`config.mk`:
```
export PLATFORM = sky130hd
export DESIGN_NAME = progmem_loader
export DESIGN_NICKNAME = d
export VERILOG_FILES = /design/src/rtl/progmem_loader.sv
export SDC_FILE = /design/constraint.sdc
export NUM_CORES = 1
export LEC_CHECK = 0
export ABC_AREA = 1
export BUFFER_PORTS_ARGS = -buffer_cell sky130_fd_sc_hd__clkbuf_2
export CAP_MARGIN = 20
export CORE_ASPECT_RATIO = 2
export CORE_MARGIN = 3
export CORE_UTILIZATION = 59
export DETAILED_ROUTE_END_ITERATION = 8
export GPL_ROUTABILITY_DRIVEN = 0
export GPL_TIMING_DRIVEN = 0
export MAX_ROUTING_LAYER = met4
export PLACE_DENSITY = 0.79
export SYNTH_ARGS = -nofsm -noshare
export SYNTH_HDL_FRONTEND = slang
export SYNTH_SLANG_ARGS = --single-unit
```
`constraint.sdc`:
```
create_clock -name clk -period 2.8 [get_ports clk]
set_input_delay 0.28 -clock clk [delete_from_list [all_inputs] [get_ports clk]]
set_output_delay 0.28 -clock clk [all_outputs]
set_load 0.01 [all_outputs]
```
`src/rtl/progmem_loader.sv`:
```
// progmem_loader: holds core0 in reset while packing a byte stream into program memory words
module progmem_loader #(
  parameter int WORD_MAG = 5,
  parameter int PROGRAM_ADDR_WIDTH = 5,
  localparam int WORD_WIDTH = 1 << WORD_MAG,
  localparam int BYTES = WORD_WIDTH / 8,
  localparam int WADDR_WIDTH = PROGRAM_ADDR_WIDTH - (WORD_MAG - 3),
  localparam int MAX_WORDS = 1 << WADDR_WIDTH,
  localparam int BI_W = (WORD_MAG > 3) ? WORD_MAG - 3 : 1
) (
  input  logic                   clk,
  input  logic                   reset,
  input  logic                   start,
  input  logic                   byte_valid,
  input  logic [7:0]             byte_data,
  output logic                   byte_ready,
  output logic                   core_hold,
  output logic [WADDR_WIDTH-1:0] progmem_write_addr,
  output logic [WORD_WIDTH-1:0]  progmem_write_value,
  output logic                   progmem_we,
  output logic                   busy,
  output logic                   error
);
  typedef enum logic [2:0] {IDLE, HDR0, HDR1, LOAD, WRITE, DONE, ERR} state_t;
  state_t state_q, state_d;
  logic [15:0] n_q, n_d;
  logic [WADDR_WIDTH:0] word_idx_q, word_idx_d;
  logic [BI_W-1:0] byte_idx_q, byte_idx_d;
  logic [WORD_WIDTH-1:0] buf_q, buf_d, value_q, value_d;
  logic [WADDR_WIDTH-1:0] addr_q, addr_d;
  logic [16:0] n_hdr;
  logic take, last_byte;
  // next-state, datapath and status outputs; outputs depend only on state, never on byte_valid
  always_comb begin
    state_d = state_q;
    n_d = n_q;
    word_idx_d = word_idx_q;
    byte_idx_d = byte_idx_q;
    buf_d = buf_q;
    value_d = value_q;
    addr_d = addr_q;
    byte_ready = state_q inside {HDR0, HDR1, LOAD};
    progmem_we = state_q == WRITE;
    core_hold = state_q != DONE;
    busy = state_q inside {HDR0, HDR1, LOAD, WRITE};
    error = state_q == ERR;
    progmem_write_addr = addr_q;
    progmem_write_value = value_q;
    take = byte_valid && byte_ready;
    n_hdr = {1'b0, byte_data, n_q[7:0]};
    last_byte = byte_idx_q == BI_W'(BYTES - 1);
    case (state_q)
      IDLE, DONE, ERR: state_d = start ? HDR0 : state_q;
      HDR0: if (take) begin
        n_d[7:0] = byte_data;
        state_d = HDR1;
      end
      HDR1: if (take) begin
        n_d[15:8] = byte_data;
        word_idx_d = '0;
        byte_idx_d = '0;
        state_d = (n_hdr == 17'd0) ? DONE : (n_hdr > 17'(MAX_WORDS)) ? ERR : LOAD;
      end
      LOAD: if (take) begin
        for (int j = 0; j < BYTES; j++)
          if (byte_idx_q == BI_W'(j)) buf_d[8*j +: 8] = byte_data;
        byte_idx_d = last_byte ? '0 : byte_idx_q + 1'b1;
        if (last_byte) begin
          state_d = WRITE;
          addr_d = word_idx_q[WADDR_WIDTH-1:0];
          value_d = buf_d;
        end
      end
      WRITE: begin
        state_d = (16'(word_idx_q) + 16'd1 == n_q) ? DONE : LOAD;
        word_idx_d = word_idx_q + 1'b1;
      end
      default: state_d = IDLE;
    endcase
  end
  // state and datapath registers with synchronous active-low reset
  always_ff @(posedge clk) begin
    if (!reset) begin
      state_q <= IDLE;
      n_q <= '0;
      word_idx_q <= '0;
      byte_idx_q <= '0;
      buf_q <= '0;
      value_q <= '0;
      addr_q <= '0;
    end else begin
      state_q <= state_d;
      n_q <= n_d;
      word_idx_q <= word_idx_d;
      byte_idx_q <= byte_idx_d;
      buf_q <= buf_d;
      value_q <= value_d;
      addr_q <= addr_d;
    end
  end
endmodule

```
==> metrics.txt <==
run status complete, no violations; number of core rows 41; number of maximum-capacitance violations 0; number of buffers inserted during clock tree synthesis 9; largest net degree at the start of global routing 15; adder-cell share of the synthesized area 1.56%; Max Freq 0.476 GHz; number of sinks handled by clock tree synthesis 92; vertical extent of the die 123 um; vias after detailed routing 3863; initial antenna violation count 0; Crit path required time 2520 ps; number of top-level design ports 52; post-cts gate resize count 0; highest cell delay on the worst timing path 520 ps; path type of the worst setup path reg2out; Starting Density 62.0%; first-pass GRT wire length 16600 um; class of the worst hold path in2reg; Tmin final 2100 ps; area of the die 7880 um^2; GRT Util Overall 27.7%; total of hold buffers inserted after clock tree synthesis 0; vias per cell 5.40; final core occ 72.1%; Final nets 642; Slew Limit Fails 0; post-synthesis compound-gate area fraction 22.3%; post-synthesis share of cell area spent on xor and xnor gates 0%; Critical path buffers and inverters 2; CTS clock-pin slew for the worst setup and hold paths 60 ps; post-synth top area cell dfxtp_1; number of global-route vias before repair 3695; Max transition margin 55.5%; Worst Max-Slew Pin Slew 664 ps; Residual DRC 0; Worst Clk Skew 7.79 ps; synth unique cells 27; count of antenna diodes in the layout 0; share of final-layout standard cells stronger than drive strength 1 14.4%; violation count after the first detailed-routing iteration 272; CP max stage cell dfxtp_1; register area share after synthesis 45.9%; final setup violating endpoints 0; share of the clock period used by the worst path after layout 75.0%; DP Wirelength 7270 um; latest clock arrival within the worst-skew pair 340 ps; CTS tree built; Crit Path Max Fanout 9; summed negative setup slack over all endpoints 0 ps; CTS root buffer clkbuf_16; total placed cells including tap cells 700; Worst Path Arrival 1820 ps; top cell family by delay on the critical path simple AND/OR/NAND/NOR gates; detail-routed net length per standard cell 13.8 um; maximum level of the CTS H-tree 3; area added between synthesis and finish 16.2%; Synth Net Count 581; number of buffer cells added on primary ports 50; Post-Synth Simple-Gate Area 20.9%; standard cell core area 6460 um^2; non-filler cells, final 716; synthesized instance count 564; final WL 9900 um; setup fix buffers added after clock tree synthesis 0; leak pwr 1.86 nW; average instance area after synthesis 7.11 um^2; fraction of synthesized area in multiplexers 0%; dominant combinational cell family by area after synthesis compound AO/OA/AOI/OAI gates; ordered cell list for the critical path inv_2 > nor3_2 > or2_2 > clkbuf_2; kind of capture point of the worst setup path primary output; summed instance area of the synthesized netlist 4010 um^2; total number of yosys warnings 0; Final Hold Viols 0; first drt pass iteration count 7; worst vdd ir 0.000485 V; count of antenna-violating nets left after detailed routing 0; share of the synthesized area in the top cell type 45.9%; total congestion overflow 0; power density normalized to cell area 705 nW/um^2; number of storage elements in the synthesis netlist 92; worst-case clock buffer depth 2; setup repair after global routing missed its margin false; die width 64.3 um; critical path startpoint category flop; Synth area leaders dfxtp_1 46%, o21ai_0 14%, nor2_1 8.9%
-- final timing paths --
| check | depth (start not counted) | startpoint | slack [ps] | endpoint |
|---|---|---|---|---|
| setup reg to reg | 6 | byte_idx_q[1] | 1020 | buf_q[31] |
| hold / removal | 3 | byte_valid | 240 | byte_idx_q[0] |
| setup / recovery | 4 | state_q[2] | 700 | busy |
| hold reg to reg | 2 | buf_q[4] | 450 | buf_q[4] |
-- power breakdown --
| group | switching [mW] | internal, mW | total [mW] |
|---|---|---|---|
| registers | 0.0666 | 1.41 | 1.47 |
| logic | 0.430 | 0.221 | 0.651 |
| clock network | 0.484 | 0.678 | 1.16 |
| total | 0.980 | 2.31 | 3.29 |
-- logic make-up after synthesis --
kind of cell               Yosys count
and+or+nand+nor                    201
buffers and inverters               91
DFF                                 92
adders and majority gates            5
AOI/OAI and AO/OA                  175
-- tightest hold or removal path, stage by stage --
cell      delay [ps]
clkbuf_2         120
nand2_1           80
a21oi_1           50
-- flip-flops by register name, indices dropped and copies added, names as in the netlist --
signal               count
state_q                  3
n_q                     16
byte_idx_q               2
progmem_write_addr       3
progmem_write_value     32
buf_q                   32
word_idx_q               4
-- metal layers --
layer | up-vias | wire length [um] | GRT usage [%]
li1 | 1946 | - | -
met1 | 1742 | 3590 | 28.2
met2 | 142 | 5290 | 50.0
met3 | 33 | 557 | 4.03
met4 | 0 | 462 | 15.0
met5 | - | 0 | -
-- stage by stage --
| step | area (um^2) | hold slack, ps | power, mW | setup slack (ps) |
|---|---|---|---|---|
| after CTS | 4660 | 240 | 3.28 | 706 |
| after floorplan | 4010 | 415 | 1.97 | 1370 |
| after global placement | 4370 | 433 | 2.12 | 1120 |
| final | 4660 | 245 | 3.29 | 699 |
| after global routing | 4660 | 279 | 3.44 | 607 |
| after detailed placement | 4370 | 442 | 2.14 | 1070 |
-- layout by cell type (no fill, tap or decap) --
cell / instances
inv_1: 58
nand2_2: 2
or2_2: 2
nor3_1: 1
a21oi_2: 1
nand3_1: 12
clkinv_2: 1
nor2_4: 2
clkbuf_1: 20
a21oi_4: 1
a21boi_0: 1
buf_6: 3
nor2_1: 95
clkbuf_16: 9
buf_2: 6
clkbuf_2: 50
o21ai_0: 112
ha_1: 5
nand2_1: 77
nand4_1: 5
nor2_2: 2
a211oi_1: 1
o21ai_1: 5
clkinv_4: 2
nor3b_1: 1
a21oi_1: 54
inv_2: 5
dfxtp_1: 92
nand3_4: 1
clkbuf_8: 3
nor3_2: 1
-- final cells by class --
| cell class | instances | area (um^2) |
|---|---|---|
| Buffer | 27 | 131 |
| Clock buffer | 14 | 274 |
| Clock inverter | 2 | 17.5 |
| Fill cell | 571 | 1800 |
| Inverter | 64 | 241 |
| Multi-Input combinational cell | 381 | 1800 |
| Sequential cell | 92 | 1840 |
| Tap cell | 86 | 108 |
| Timing Repair Buffer | 50 | 250 |
-- cells in the mapped netlist --
| cell type | n |
|---|---|
| a21boi_0 | 1 |
| nor2_1 | 95 |
| nor3b_1 | 1 |
| nand3_1 | 12 |
| a21oi_1 | 54 |
| a21oi_4 | 1 |
| nand3_4 | 1 |
| buf_6 | 3 |
| a21oi_2 | 1 |
| o21ai_0 | 112 |
| nor2_2 | 2 |
| nor3_1 | 1 |
| o21ai_1 | 5 |
| inv_2 | 5 |
| ha_1 | 5 |
| buf_2 | 6 |
| nand2_1 | 77 |
| nand4_1 | 5 |
| inv_1 | 58 |
| or2_2 | 2 |
| dfxtp_1 | 92 |
| nor3_2 | 1 |
| nand2_2 | 2 |
| clkinv_2 | 1 |
| nor2_4 | 2 |
| clkbuf_1 | 18 |
| a211oi_1 | 1 |
Power figures use the tool's default switching activity.
